### config.mk
export PLATFORM = sky130hd
export DESIGN_NAME = shield_arbiter_flat
export DESIGN_NICKNAME = d
export VERILOG_FILES = /design/src/rtl/shield_pkg.sv /design/src/rtl/shield_arbiter_if.sv /design/src/rtl/shield_side_fsm.sv /design/src/rtl/shield_arbiter.sv /design/src/flat_wrapper.sv
export SDC_FILE = /design/constraint.sdc
export NUM_CORES = 1
export LEC_CHECK = 0
export CORE_MARGIN = 2
export CORE_UTILIZATION = 60
export CTS_BUF_LIST = sky130_fd_sc_hd__clkbuf_2 sky130_fd_sc_hd__clkbuf_4 sky130_fd_sc_hd__clkbuf_8
export CTS_CLUSTER_DIAMETER = 30
export DETAILED_ROUTE_END_ITERATION = 8
export PLACE_DENSITY = 0.84
export SYNTH_ARGS = -nofsm -noshare
export SYNTH_HDL_FRONTEND = slang
export SYNTH_SLANG_ARGS = --single-unit
### constraint.sdc
create_clock -name clk -period 4.8 [get_ports clk]
set_input_delay 0.72 -clock clk [delete_from_list [all_inputs] [get_ports clk]]
set_output_delay 0.72 -clock clk [all_outputs]
set_load 0.02 [all_outputs]
### src/rtl/shield_pkg.sv
// Shared types for the shield sequencer: per-side state encoding, side ids, counter sizing.
// Latency: n/a (types and constants only).
// Backpressure: n/a.
package shield_pkg;

  // 2'd3 is never produced; the side FSM treats it as IDLE.
  typedef enum logic [1:0] {
    IDLE     = 2'd0,
    ACTIVE   = 2'd1,
    COOLDOWN = 2'd2
  } state_e;

  localparam logic SIDE_LEFT  = 1'b0;
  localparam logic SIDE_RIGHT = 1'b1;

  // Width needed to hold the largest frame count either phase loads.
  function automatic int frame_cnt_w(input int active_frames, input int cooldown_frames);
    int m;
    m = (active_frames > cooldown_frames) ? active_frames : cooldown_frames;
    return $clog2(m + 1);
  endfunction

endpackage

### src/rtl/shield_arbiter_if.sv
// Button / frame-tick inputs and shield status outputs of the shield sequencer.
// Latency: n/a (wiring only).
// Backpressure: none; buttons are levels, frame_tick and denied are 1-cycle pulses.
// master: drives frame_tick, btn_left, btn_right; observes shield status.
// slave : the sequencer; drives left/right_shield_on, left/right_state, energy, denied.
interface shield_arbiter_if;
  logic       frame_tick;
  logic       btn_left;
  logic       btn_right;
  logic       left_shield_on;
  logic       right_shield_on;
  logic [1:0] left_state;
  logic [1:0] right_state;
  logic [3:0] energy;
  logic       denied;

  modport master (
    output frame_tick, btn_left, btn_right,
    input  left_shield_on, right_shield_on, left_state, right_state, energy, denied
  );

  modport slave (
    input  frame_tick, btn_left, btn_right,
    output left_shield_on, right_shield_on, left_state, right_state, energy, denied
  );
endinterface

### src/rtl/shield_side_fsm.sv
// One shield side: button edge detect, IDLE/ACTIVE/COOLDOWN sequencing, frame counter, shield_on.
// Latency: grant_i -> shield_on_o high on the next clock edge; req_o is combinational from btn_i.
// Backpressure: none; req_o is only honoured by the arbiter while idle_o, otherwise it is dropped.
// Ports: clk, rst_n; frame_tick_i, btn_i, grant_i in; req_o, idle_o, state_o, shield_on_o out.
// Optional blink of the last BLINK_FRAMES of ACTIVE is built only when SHIELD_BLINK_EN is defined.
module shield_side_fsm
  import shield_pkg::*;
#(
  parameter int ACTIVE_FRAMES   = 60,
  parameter int COOLDOWN_FRAMES = 30,
`ifdef SHIELD_BLINK_EN
  parameter int BLINK_FRAMES    = 16,
`endif
  parameter int CNT_W           = 6
) (
  input  logic   clk,
  input  logic   rst_n,
  input  logic   frame_tick_i,
  input  logic   btn_i,
  input  logic   grant_i,
  output logic   req_o,
  output logic   idle_o,
  output state_e state_o,
  output logic   shield_on_o
);

  localparam logic [CNT_W-1:0] ACT_LOAD = CNT_W'(ACTIVE_FRAMES);
  localparam logic [CNT_W-1:0] CD_LOAD  = CNT_W'(COOLDOWN_FRAMES);
  localparam logic [CNT_W-1:0] CNT_ONE  = CNT_W'(1);

  logic             btn_q;
  state_e           state_q, state_d;
  logic [CNT_W-1:0] cnt_q, cnt_d;
  logic             shield_on_q, shield_on_d;

  // A held level only ever produces one request.
  assign req_o       = btn_i & ~btn_q;
  assign idle_o      = (state_q != ACTIVE) && (state_q != COOLDOWN);
  assign state_o     = state_q;
  assign shield_on_o = shield_on_q;

  always_ff @(posedge clk or negedge rst_n) begin
    if (!rst_n) begin
      btn_q       <= 1'b0;
      state_q     <= IDLE;
      cnt_q       <= '0;
      shield_on_q <= 1'b0;
    end else begin
      btn_q       <= btn_i;
      state_q     <= state_d;
      cnt_q       <= cnt_d;
      shield_on_q <= shield_on_d;
    end
  end

  // A tick landing on the grant cycle is ignored: IDLE never looks at frame_tick_i.
  always_comb begin
    state_d = state_q;
    cnt_d   = cnt_q;
    case (state_q)
      ACTIVE: begin
        if (frame_tick_i) begin
          if (cnt_q == CNT_ONE) begin
            state_d = COOLDOWN;
            cnt_d   = CD_LOAD;
          end else begin
            cnt_d = cnt_q - CNT_ONE;
          end
        end
      end
      COOLDOWN: begin
        if (frame_tick_i) begin
          if (cnt_q == CNT_ONE) begin
            state_d = IDLE;
            cnt_d   = '0;
          end else begin
            cnt_d = cnt_q - CNT_ONE;
          end
        end
      end
      default: begin
        // IDLE, and the unused encoding which behaves as IDLE.
        if (grant_i) begin
          state_d = ACTIVE;
          cnt_d   = ACT_LOAD;
        end else begin
          state_d = IDLE;
          cnt_d   = '0;
        end
      end
    endcase
  end

`ifdef SHIELD_BLINK_EN
  localparam logic [CNT_W-1:0] BLINK_LOAD = CNT_W'(BLINK_FRAMES);

  logic phase_q, phase_d;

  always_ff @(posedge clk or negedge rst_n) begin
    if (!rst_n) phase_q <= 1'b1;
    else        phase_q <= phase_d;
  end

  // Phase restarts visible on every entry to ACTIVE, then flips per tick in the blink window.
  always_comb begin
    phase_d = phase_q;
    if (state_d == ACTIVE && state_q != ACTIVE)
      phase_d = 1'b1;
    else if (state_q == ACTIVE && frame_tick_i && cnt_d <= BLINK_LOAD)
      phase_d = ~phase_q;
    shield_on_d = (state_d == ACTIVE) && phase_d;
  end
`else
  always_comb begin
    shield_on_d = (state_d == ACTIVE);
  end
`endif

endmodule

### src/rtl/shield_arbiter.sv
// Arbitrates left/right shield requests onto a shared, frame-recharged energy pool.
// Latency: button rising edge -> shield_on and energy update on the next clock edge.
// Backpressure: none; requests that cannot be served are dropped (denied pulse if energy-limited).
// Ports: clk, rst_n; bus (slave): frame_tick, btn_left, btn_right in;
//        left/right_shield_on, left/right_state, energy, denied out.
// Build option SHIELD_BLINK_EN: blink the shield during the last BLINK_FRAMES of ACTIVE.
module shield_arbiter
  import shield_pkg::*;
#(
  parameter int ACTIVE_FRAMES   = 60,
  parameter int COOLDOWN_FRAMES = 30,
  parameter int ENERGY_MAX      = 8,
`ifdef SHIELD_BLINK_EN
  parameter int BLINK_FRAMES    = 16,
`endif
  parameter int RECHARGE_FRAMES = 45
) (
  input logic             clk,
  input logic             rst_n,
  shield_arbiter_if.slave bus
);

  localparam int               CNT_W   = frame_cnt_w(ACTIVE_FRAMES, COOLDOWN_FRAMES);
  localparam int               RC_W    = $clog2(RECHARGE_FRAMES + 1);
  localparam logic [3:0]       E_MAX   = 4'(ENERGY_MAX);
  localparam logic [RC_W-1:0]  RC_LAST = RC_W'(RECHARGE_FRAMES - 1);

  logic            l_req, l_idle, r_req, r_idle;
  logic            req_l, req_r, grant_l, grant_r, deny;
  state_e          l_state, r_state;
  logic            rr_q, rr_d;
  logic            denied_q;
  logic [3:0]      energy_q, energy_d;
  logic [RC_W-1:0] rc_q, rc_d;
  logic            inc;
  logic [1:0]      n_grants;
  logic [4:0]      e_sum;

  shield_side_fsm #(
    .ACTIVE_FRAMES  (ACTIVE_FRAMES),
    .COOLDOWN_FRAMES(COOLDOWN_FRAMES),
`ifdef SHIELD_BLINK_EN
    .BLINK_FRAMES   (BLINK_FRAMES),
`endif
    .CNT_W          (CNT_W)
  ) u_left (
    .clk         (clk),
    .rst_n       (rst_n),
    .frame_tick_i(bus.frame_tick),
    .btn_i       (bus.btn_left),
    .grant_i     (grant_l),
    .req_o       (l_req),
    .idle_o      (l_idle),
    .state_o     (l_state),
    .shield_on_o (bus.left_shield_on)
  );

  shield_side_fsm #(
    .ACTIVE_FRAMES  (ACTIVE_FRAMES),
    .COOLDOWN_FRAMES(COOLDOWN_FRAMES),
`ifdef SHIELD_BLINK_EN
    .BLINK_FRAMES   (BLINK_FRAMES),
`endif
    .CNT_W          (CNT_W)
  ) u_right (
    .clk         (clk),
    .rst_n       (rst_n),
    .frame_tick_i(bus.frame_tick),
    .btn_i       (bus.btn_right),
    .grant_i     (grant_r),
    .req_o       (r_req),
    .idle_o      (r_idle),
    .state_o     (r_state),
    .shield_on_o (bus.right_shield_on)
  );

  // Requests from a busy side are discarded here, so they never reach the deny logic.
  assign req_l = l_req & l_idle;
  assign req_r = r_req & r_idle;

  always_comb begin
    grant_l = 1'b0;
    grant_r = 1'b0;
    deny    = 1'b0;
    if (req_l && req_r) begin
      if (energy_q >= 4'd2) begin
        grant_l = 1'b1;
        grant_r = 1'b1;
      end else if (energy_q == 4'd1) begin
        grant_l = (rr_q == SIDE_LEFT);
        grant_r = (rr_q == SIDE_RIGHT);
        deny    = 1'b1;
      end else begin
        deny = 1'b1;
      end
    end else if (req_l) begin
      if (energy_q != 4'd0) grant_l = 1'b1;
      else                  deny    = 1'b1;
    end else if (req_r) begin
      if (energy_q != 4'd0) grant_r = 1'b1;
      else                  deny    = 1'b1;
    end
  end

  // Pointer moves away from whichever side just won alone; a double grant leaves it put.
  always_comb begin
    rr_d = rr_q;
    if (grant_l && !grant_r)      rr_d = SIDE_RIGHT;
    else if (grant_r && !grant_l) rr_d = SIDE_LEFT;
  end

  always_comb begin
    rc_d = rc_q;
    inc  = 1'b0;
    if (energy_q >= E_MAX) begin
      rc_d = '0;
    end else if (bus.frame_tick) begin
      if (rc_q == RC_LAST) begin
        rc_d = '0;
        inc  = 1'b1;
      end else begin
        rc_d = rc_q + 1'b1;
      end
    end
  end

  // Grants never exceed the current level, so the 5-bit sum cannot wrap below zero.
  always_comb begin
    n_grants = {1'b0, grant_l} + {1'b0, grant_r};
    e_sum    = {1'b0, energy_q} + {4'd0, inc} - {3'd0, n_grants};
    energy_d = (e_sum > {1'b0, E_MAX}) ? E_MAX : e_sum[3:0];
  end

  always_ff @(posedge clk or negedge rst_n) begin
    if (!rst_n) begin
      rr_q     <= SIDE_LEFT;
      denied_q <= 1'b0;
      energy_q <= E_MAX;
      rc_q     <= '0;
    end else begin
      rr_q     <= rr_d;
      denied_q <= deny;
      energy_q <= energy_d;
      rc_q     <= rc_d;
    end
  end

  assign bus.left_state  = l_state;
  assign bus.right_state = r_state;
  assign bus.energy      = energy_q;
  assign bus.denied      = denied_q;

endmodule

### src/flat_wrapper.sv
// flat-port wrapper written by rule: the top's interface ports become plain ports
module shield_arbiter_flat import shield_pkg::*;
#(
  parameter int ACTIVE_FRAMES   = 60,
  parameter int COOLDOWN_FRAMES = 30,
  parameter int ENERGY_MAX      = 8,

  parameter int RECHARGE_FRAMES = 45
)
  (clk, rst_n, bus_frame_tick, bus_btn_left, bus_btn_right, bus_left_shield_on, bus_right_shield_on, bus_left_state, bus_right_state, bus_energy, bus_denied);
  shield_arbiter_if bus_i ();
  input logic clk;
  input logic rst_n;
  input wire logic [$bits(bus_i.frame_tick)-1:0] bus_frame_tick;
  input wire logic [$bits(bus_i.btn_left)-1:0] bus_btn_left;
  input wire logic [$bits(bus_i.btn_right)-1:0] bus_btn_right;
  output wire logic [$bits(bus_i.left_shield_on)-1:0] bus_left_shield_on;
  output wire logic [$bits(bus_i.right_shield_on)-1:0] bus_right_shield_on;
  output wire logic [$bits(bus_i.left_state)-1:0] bus_left_state;
  output wire logic [$bits(bus_i.right_state)-1:0] bus_right_state;
  output wire logic [$bits(bus_i.energy)-1:0] bus_energy;
  output wire logic [$bits(bus_i.denied)-1:0] bus_denied;
  assign bus_i.frame_tick = bus_frame_tick;
  assign bus_i.btn_left = bus_btn_left;
  assign bus_i.btn_right = bus_btn_right;
  assign bus_left_shield_on = bus_i.left_shield_on;
  assign bus_right_shield_on = bus_i.right_shield_on;
  assign bus_left_state = bus_i.left_state;
  assign bus_right_state = bus_i.right_state;
  assign bus_energy = bus_i.energy;
  assign bus_denied = bus_i.denied;
  shield_arbiter #(.ACTIVE_FRAMES(ACTIVE_FRAMES), .COOLDOWN_FRAMES(COOLDOWN_FRAMES), .ENERGY_MAX(ENERGY_MAX), .RECHARGE_FRAMES(RECHARGE_FRAMES)) u_core (.clk(clk), .rst_n(rst_n), .bus(bus_i));
endmodule
; After elaboration in Yosys (flattened, before gate mapping)
; Index checks and enable logic that the tools add are counted.
[classes]
add_sub_neg = 6
magnitude_cmp = 3
n_eq_ne = 18
n_mux = 48
bitwise = 7
n_reduce_logical = 12
[ops]
columns = cell, n
row1 = $mux W6, 13
row2 = $pmux W6 S2, 2
row3 = $mux W1, 22
row4 = $mux W2, 8
row5 = $eq A6 B1 Y1 const B, 2
row6 = $ne A2 B2 Y1 const B, 6
row7 = $sub A6 B1 Y6 const B, 2
row8 = $eq A2 B1 Y1 const B, 4
row9 = $pmux W2 S2, 2
row10 = $add A6 B1 Y6 const B, 1
row11 = $eq A6 B6 Y1 const B, 1
row12 = $add A4 B1 Y5, 1
row13 = $gt A5 B4 Y1 const B, 1
row14 = $logic_and A1 B1 Y1, 5
row15 = $sub A5 B2 Y5, 1
row16 = $and A1 B1 Y1, 4
row17 = $eq A2 B2 Y1 const B, 2
row18 = $eq A4 B1 Y1 const B, 1
row19 = $ge A4 B2 Y1 const B, 1
row20 = $ge A4 B4 Y1 const B, 1
row21 = $mux W4, 1
row22 = $ne A2 B1 Y1 const B, 2
row23 = $reduce_and A2 Y1, 2
row24 = $reduce_bool A2 Y1, 2
row25 = 4 further kinds, 7
[totals]
regBits = 32
in_bits = 5
output_inout_bits = 11
elab_cells = 106

; Longest topological paths before layout
; Gate-level depths: netlist (run 1).
[logic_depth]
ltp_word = 10
mapped_depth = 18
ltp_nobuf = 17

; Cells and area by module
; From an unflattened synthesis (run 1), not the netlist that was laid out.
[unflattened]
hier_cells = 234
hier_area_um2 = 2302.2
[modules_own_cells]
columns = module, instances, cells_each, area_per_inst_um2, seq_area_each_um2
row1 = shield_side_fsm, 2, 69, 708.2, 250.2
row2 = shield_arbiter, 1, 96, 885.8, 301.5

; Least setup slack after synthesis (run 1)
; No wires, ideal clock.
[synth_timing]
path_type = register -> register
startpoint = register u_core.u_right.state_q[0], in the netlist u_core.u_right.state_o[0]
endpoint = register u_core.energy_q[2], in the netlist u_core.bus.energy[2]
setup_ns = 0.072
arrival_ns = 3.520
required_ns = 4.728
slack_ns = 1.209
stages_incl_launch_ff = 17
path_buffers = 0
synth_period_minus_slack_ns = 3.591
cell_sequence = dfrtp_1 > inv_1 > ha_1 > and3b_1 > a311o_2 > fa_1 > inv_1 > ha_1 > inv_1 > ha_1 > inv_1 > fa_1 > a2111oi_0 > a21oi_1 > o22ai_1 > inv_1 > nor2_1
[synth_between]
elab_chain_cells = 10
elab_cells_between_ends = 13
cone_classes = add/sub: 2 / order compare: 1 / eq/ne: 2 / mux: 5 / bitwise: 1 / reduce/logical: 2
[synth_rtl]
columns = item, line_no
row1 = start: declaration, shield_side_fsm.sv:32  ; state_e state_q, state_d;
row2 = start signal: assignment, shield_side_fsm.sv:50  ; state_q <= state_d;
row3 = $ne A2 B1 Y1 / $ne A2 B2 Y1 (equally long branches), shield_side_fsm.sv:38  ; assign idle_o = (state_q != ACTIVE) && (state_q != COOLDOWN);
row4 = $logic_and A1 B1 Y1 (*), shield_side_fsm.sv:38
row5 = $and A1 B1 Y1 (*), shield_arbiter.sv:79  ; assign req_r = r_req & r_idle;
row6 = $mux W1, shield_arbiter.sv:99  ; end else if (req_r) begin
row7 = $mux W1, shield_arbiter.sv:96  ; end else if (req_l) begin
row8 = $mux W1, shield_arbiter.sv:85  ; if (req_l && req_r) begin
row9 = $add A1 B1 Y2 (*), shield_arbiter.sv:129  ; n_grants = {1'b0, grant_l} + {1'b0, grant_r};
row10 = $sub A5 B2 Y5 (*), shield_arbiter.sv:130  ; e_sum = {1'b0, energy_q} + {4'd0, inc} - {3'd0, n_grants};
row11 = $gt A5 B4 Y1, shield_arbiter.sv:131  ; energy_d = (e_sum > {1'b0, E_MAX}) ? E_MAX : e_sum[3:0];
row12 = $mux W4 (*), shield_arbiter.sv:131
row13 = net u_core.energy_d[2], shield_arbiter.sv:33  ; logic [3:0] energy_q, energy_d;
row14 = end signal: assignment, shield_arbiter.sv:143  ; energy_q <= energy_d;
row15 = end: declaration, shield_arbiter.sv:33
; Mark *: on every way through the listed nets, which the timed path passes. The rest lies on a longest branch.
; A chain may end at the register's enable or synchronous reset.

; Worst setup path in the final report (run 1)
[layout_timing]
startpoint = input bus_btn_right
endpoint = register u_core.energy_q[2], in the netlist u_core.bus.energy[2]
[layout_between]
elab_chain_cells = 9
elab_cells_between_ends = 11
cone_classes = add/sub: 2 / order compare: 1 / mux: 5 / bitwise: 2 / reduce/logical: 1
[layout_rtl]
columns = item, line_no
row1 = start: declaration, flat_wrapper.sv:16  ; input wire logic [$bits(bus_i.btn_right)-1:0] bus_btn_right;
row2 = $and A1 B1 Y1 (*), shield_side_fsm.sv:37  ; assign req_o = btn_i & ~btn_q;
row3 = $and A1 B1 Y1 (*), shield_arbiter.sv:79
row4 = $mux W1, shield_arbiter.sv:99
row5 = $mux W1, shield_arbiter.sv:96
row6 = $mux W1, shield_arbiter.sv:85
row7 = $add A1 B1 Y2 (*), shield_arbiter.sv:129
row8 = $sub A5 B2 Y5 (*), shield_arbiter.sv:130
row9 = $gt A5 B4 Y1, shield_arbiter.sv:131
row10 = $mux W4 (*), shield_arbiter.sv:131
row11 = net u_core.energy_d[2], shield_arbiter.sv:33
; Marks and branches as above.

==> flow_summary.json, run 1 <==
{
  "outcome": "completed",
  "crit_required_ns": 5.07,
  "hold_violations": 0,
  "yosys-top-cells-area": "dfrtp_1 38%, ha_1 12%, nor2_1 4.8%",
  "die_h_microns": 62.4,
  "cts_inserted_buffers": 5,
  "hpwl_microns": 3010,
  "cp-startpoint": "bus_btn_right",
  "coreArea_sq_um": 3310,
  "synth_top_area_share_pct": 37.9,
  "timing.rr.end": "u_core.bus.energy[2]",
  "ios": 16,
  "fin_tns_setup_ns": 0,
  "synth_seq_cells": 32,
  "reg2reg_depth": 17,
  "irDropWorstVdd_mv": 0.313,
  "first_pass_iters": 4,
  "post-cts-setup-buffer-count": 0,
  "fin_crit_ns": 3.88,
  "post-place-ws_ns": 0.581,
  "setup_viol": 0,
  "crit_end": "u_core.bus.energy[2]",
  "grt_pass1_vias": 1585,
  "area_growth_pct": 13.5,
  "regToRegSetupSlack_ns": 0.95,
  "synth.distinct_cells": 53,
  "cp-start-kind": "input pin",
  "grt_start_max_net_pins": 33,
  "worstSetupEndpointType": "register",
  "tightest_slew_ns": 0.586,
  "critical_path_arrival_ns": 4.15,
  "cp_max_fo": 6,
  "fmax_ghz": 0.257,
  "clockBufferDepth": 2,
  "maxSlewHeadroom_pct": 60.7,
  "syn-cell-area_sq_um": 2050,
  "clk_pin_slew_ns": 0.09,
  "drtAntennaViolNets": 0,
  "fin_ws_ns": 0.916,
  "powerDensity_nw_per_um2": 422,
  "drt_iter0_drc": 132,
  "clock_sinks": 32,
  "final_common_cell": "dfrtp_1",
  "rr_startpoint": "u_core.bus.energy[3]",
  "antenna_cells": 0,
  "grt_pass1_wl_microns": 7380,
  "path_class": "input pin to register",
  "slew_viol_final": 0,
  "synth_ff_type": "dfrtp_1",
  "hp-class": "register to register",
  "drive_above_1_share_pct": 8.64,
  "htree_levels": 2,
  "synth.net_count": 246,
  "cts_tree": "built",
  "gp_congestion": 0.955,
  "syn_area_per_cell_sq_um": 9.30,
  "insertion_delay_ns": 0.34,
  "finClkSkew_ns": 0.0124,
  "grt_usage_pct": 23.7,
  "mostFrequentLayoutCells": "31 x dfrtp_1, 26 x nor2_1, 23 x inv_1, 19 x nand2_1, 19 x ha_1",
  "synth_top_cell_by_area": "dfrtp_1",
  "finalPower_mw": 0.980,
  "routed_wl_microns": 4020,
  "grt_antenna_before_repair": 0,
  "final_min_period_over_clock_period_pct": 80.9,
  "seq_area_frac_synth_pct": 39.2,
  "cellLeakagePower_nw": 1.03,
  "wl_per_cell_microns": 13.9,
  "dieWidth_microns": 62.4,
  "routed_via_density": 5.87,
  "rows": 21,
  "synth_warnings": 0,
  "clock-root-buffer": "clkbuf_4",
  "dieArea_sq_um": 3890,
  "nets": 268,
  "vias": 1695,
  "rsz0062_at_grt": "false",
  "postCtsResizedCells": 0,
  "io_buffers": 15,
  "fillCellCount": 271,
  "synth_enable_flop_cells": 0,
  "async_flop_share_pct": 100,
  "drv_cap": 0,
  "hold_buffers": 0,
  "remaining_drc_errors": 0,
  "start_util_pct": 61.8,
  "synthCells": 220,
  "grt_overflow": 0
}
area by class of cell:
type / count / area, sq um / area share [%]
Multi-Input combinational cell: 162 / 1140 / 49.2
Inverter: 24 / 92.6 / 3.99
Clock buffer: 6 / 51.3 / 2.21
Timing Repair Buffer: 17 / 165 / 7.12
Tap cell: 46 / 57.6 / 2.48
Clock inverter: 2 / 10.0 / 0.431
Sequential cell: 32 / 802 / 34.6
per-stage QoR:
stage	util [%]	std cells	hold WS [ns]	cell area (sq um)
floorplan	-	220	0.424	2050
global placement	68.3	281	0.533	2260
finish	70.1	289	0.547	2320
CTS	70.1	289	0.548	2320
detailed placement	68.3	281	0.527	2260
global route	70.1	289	0.576	2320
logic make-up (layout without fill, tap and decap cells):
logic type      count (synthesis)  in the layout  share of synthesized area, %
compound gates                 48             48                          15.9
xor+xnor                        1              1                         0.428
fa+ha+maj                      21             21                          13.6
buf+inv                        26             49                          4.95
flops                          32             32                          39.2
mux                             5              5                          2.51
simple gates                   87             87                          23.4
layer usage:
layer,up-vias,wire (microns),global-route usage [%]
met4,0,77,8.33
met3,11,171,4.14
met1,808,1920,34.4
li1,833,-,-
met2,43,1850,36.3
met5,-,0,0
worst max-delay path: stages:
cell and delay (ns):
clkdlybuf4s50_1 0.48, and3b_1 0.22, o311a_1 0.29, inv_1 0.17
fa_1 0.40, inv_1 0.06, ha_1 0.21, inv_1 0.06
ha_1 0.18, inv_1 0.06, fa_1 0.43, a2111oi_0 0.41
a21oi_1 0.07, o22ai_1 0.22, inv_1 0.08, nor2_1 0.09
flip-flops by register name (all words and copies together), names as in the netlist:
register	count
u_core.bus.denied	1
u_core.bus.energy	4
u_core.rc_q	6
u_core.rr_q	1
u_core.u_left.btn_q	1
u_core.u_left.cnt_q	6
u_core.u_left.shield_on_o	1
u_core.u_left.state_o	2
u_core.u_right.btn_q	1
u_core.u_right.cnt_q	6
u_core.u_right.shield_on_o	1
u_core.u_right.state_o	2
worst min-delay path by stage:
stage	startpoint	slack, ns	cells after the start	to
CTS	u_core.u_right.cnt_q[1]	0.55	1	u_core.u_right.cnt_q[1]
global route	u_core.u_right.cnt_q[1]	0.58	1	u_core.u_right.cnt_q[1]
finish	u_core.u_right.cnt_q[1]	0.55	1	u_core.u_right.cnt_q[1]
global placement	u_core.u_right.cnt_q[1]	0.53	1	u_core.u_right.cnt_q[1]
floorplan	rst_n	0.42	0	u_core.bus.denied
detailed placement	u_core.u_right.cnt_q[1]	0.53	1	u_core.u_right.cnt_q[1]
report_power, final:
group	total, mW	switching (mW)	internal [mW]
Sequential	0.404	0.0798	0.324
Clock	0.160	0.0902	0.0696
Combinational	0.416	0.230	0.186
Total	0.980	0.400	0.580
synthesized netlist by cell type (4+ instances only):
library cell / n
dfrtp_1: 31
nor2_1: 26
inv_1: 23
ha_1: 19
nand2_1: 19
a21oi_1: 10
nand3_1: 8
o21ai_0: 8
a211oi_1: 5
nand2b_1: 5
a31oi_1: 4
mux2i_1: 4
nor4_1: 4
No activity file was read; power rests on OpenSTA's default activity.
==> run 2: changes to the inputs <==
==> constraint.sdc (replaced) <==
create_clock -name clk -period 4 [get_ports clk]
set_input_delay 0.6 -clock clk [delete_from_list [all_inputs] [get_ports clk]]
set_output_delay 0.6 -clock clk [all_outputs]
set_load 0.02 [all_outputs]
==> flow_summary.json, run 2 (same netlist as run 1, synthesis figures left out) <==
{
  "clockBufferDepth": 2,
  "routed_wl_microns": 4010,
  "timing.rr.end": "u_core.bus.energy[2]",
  "grt_overflow": 0,
  "power.switching_mw": 0.468,
  "worstHoldEndpoint": "u_core.u_right.cnt_q[1]",
  "cp-start-kind": "register",
  "critical-path-max-stage-delay_ns": 0.44,
  "crit_required_ns": 4.26,
  "insertion_delay_ns": 0.34,
  "fin_crit_ns": 3.70,
  "hpwl_microns": 3010,
  "maxSlewHeadroom_pct": 58.9,
  "clock_sinks": 32,
  "dieArea_sq_um": 3890,
  "rr_startpoint": "u_core.u_right.state_o[1]",
  "grt_start_max_net_pins": 33,
  "reg2reg_depth": 16,
  "htree_levels": 2,
  "clk_pin_slew_ns": 0.10,
  "mostFrequentLayoutCells": "31 x dfrtp_1, 26 x nor2_1, 23 x inv_1, 19 x nand2_1, 19 x ha_1",
  "rows": 21,
  "irDropWorstVdd_mv": 0.429,
  "worstSetupEndpointType": "register",
  "dieWidth_microns": 62.4,
  "internal-power_mw": 0.715,
  "stdcell_count": 290,
  "io_buffers": 15,
  "wl_per_cell_microns": 13.8,
  "combinationalPowerShare_pct": 42.0,
  "grt_antenna_before_repair": 0,
  "first_pass_iters": 4,
  "tightest_slew_ns": 0.613,
  "swShare_pct": 39.5,
  "clock-root-buffer": "clkbuf_4",
  "powerDensity_nw_per_um2": 506,
  "drtAntennaViolNets": 0,
  "regToRegSetupSlack_ns": 0.30,
  "gp_congestion": 0.886,
  "postCtsResizedCells": 0,
  "crit_slowest_cell": "dfrtp_1",
  "drive_above_1_share_pct": 9.02,
  "vias": 1667,
  "cellLeakagePower_nw": 1.03,
  "cts_tree": "built",
  "dp_cells": 283,
  "hp-start": "u_core.u_right.cnt_q[1]",
  "post-cts-setup-buffer-count": 0,
  "slew_viol_final": 0,
  "nets": 270,
  "cp_common_cell": "inv_1",
  "path_class": "register to register",
  "seq_power_share_pct": 40.6,
  "remaining_drc_errors": 0,
  "setup_viol": 0,
  "grt_pass1_vias": 1563,
  "drt_iter0_drc": 128,
  "outcome": "completed",
  "ios": 16,
  "hold_buffers": 0,
  "hp-class": "register to register",
  "largest_registers": "u_core.rc_q (6), u_core.u_left.cnt_q (6), u_core.u_right.cnt_q (6)",
  "hold_depth": 1,
  "cts_inserted_buffers": 5,
  "start_util_pct": 61.8,
  "coreArea_sq_um": 3310,
  "p_clk_share_pct": 17.4,
  "hold_violations": 0,
  "final_min_period_over_clock_period_pct": 92.6,
  "cp_max_fo": 5,
  "drv_cap": 0,
  "routed_via_density": 5.75,
  "grt_pass1_wl_microns": 6870,
  "finClkSkew_ns": 0.0141,
  "grt_usage_pct": 22.7,
  "area_growth_pct": 14.4,
  "fin_tns_setup_ns": 0,
  "fillCellCount": 276,
  "rsz0062_at_grt": "false",
  "die_h_microns": 62.4,
  "cp-startpoint": "u_core.u_right.state_o[1]",
  "antenna_cells": 0,
  "path_cells": "ha_1, and3b_1, o311a_1, inv_1, fa_1, inv_1, ha_1, inv_1, ha_1, inv_1, fa_1, a2111oi_0, a21oi_1, o22ai_1, inv_1, nor2_1",
  "final_common_cell": "dfrtp_1",
  "critical_path_arrival_ns": 3.97,
  "fmax_ghz": 0.270
}
## run 2: changes by cell type in the layout (fill, tap and decap cells not counted), sizes merged
cell and delta:
buf +2, clkinv -2, clkbuf +1
## run 2: how the worst max path moves through the flow
stage          cells past startpoint                    to  slack, ns
6_report                          16  u_core.bus.energy[2]       0.30
5_1_grt                           17  u_core.bus.energy[2]       0.02
4_1_cts                           16  u_core.bus.energy[2]       0.28
3_5_place_dp                      16  u_core.bus.energy[2]       0.01
3_3_place_gp                      16  u_core.bus.energy[2]       0.15
2_1_floorplan                     16  u_core.bus.energy[2]       0.41
## run 2: critical path: cells and delay by family (launching register included)
kind / cells / cell delay [ns]
compound gates: 4 / 0.96
fa+ha+maj: 5 / 1.55
buf+inv: 5 / 0.37
flops: 1 / 0.44
simple gates: 2 / 0.30
## run 2: area by class of cell
type                            count  area [sq um]  area share (%)
Tap cell                           46          57.6            2.46
Multi-Input combinational cell    162          1140            48.8
Inverter                           24          92.6            3.96
Sequential cell                    32           802            34.3
Clock buffer                        7          65.1            2.78
Timing Repair Buffer               19           180            7.70
## run 2: stage by stage
stage	worst slack, ns	power [mW]	area [sq um]	util [%]	hold WS [ns]
6_report	0.296	1.18	2340	70.7	0.546
2_1_floorplan	0.409	0.820	2050	-	0.304
3_5_place_dp	0.0103	0.983	2270	68.7	0.529
5_1_grt	0.0178	1.28	2340	70.7	0.582
3_3_place_gp	0.145	0.966	2270	68.7	0.519
4_1_cts	0.281	1.19	2340	70.7	0.549
## run 2: routing by layer
metal  global-route usage, %  part of all wire [%]  vias to the layer above  wire (microns)
met3                    4.86                   4.7                        5             189
li1                        -                     -                      832               -
met5                       0                     0                        -               0
met2                    37.8                    48                       48            1930
met4                    7.78                   1.4                        0              58
met1                    29.7                    46                      782            1830
## run 2: power groups by stage
stage                     sequential (mW)  combinational (mW)  clock, mW
after global routing                0.492               0.560      0.231
after global placement              0.484               0.482          0
final                               0.480               0.496      0.206
after detailed placement            0.485               0.498          0
after floorplan                     0.498               0.322          0
after CTS                           0.480               0.500      0.213
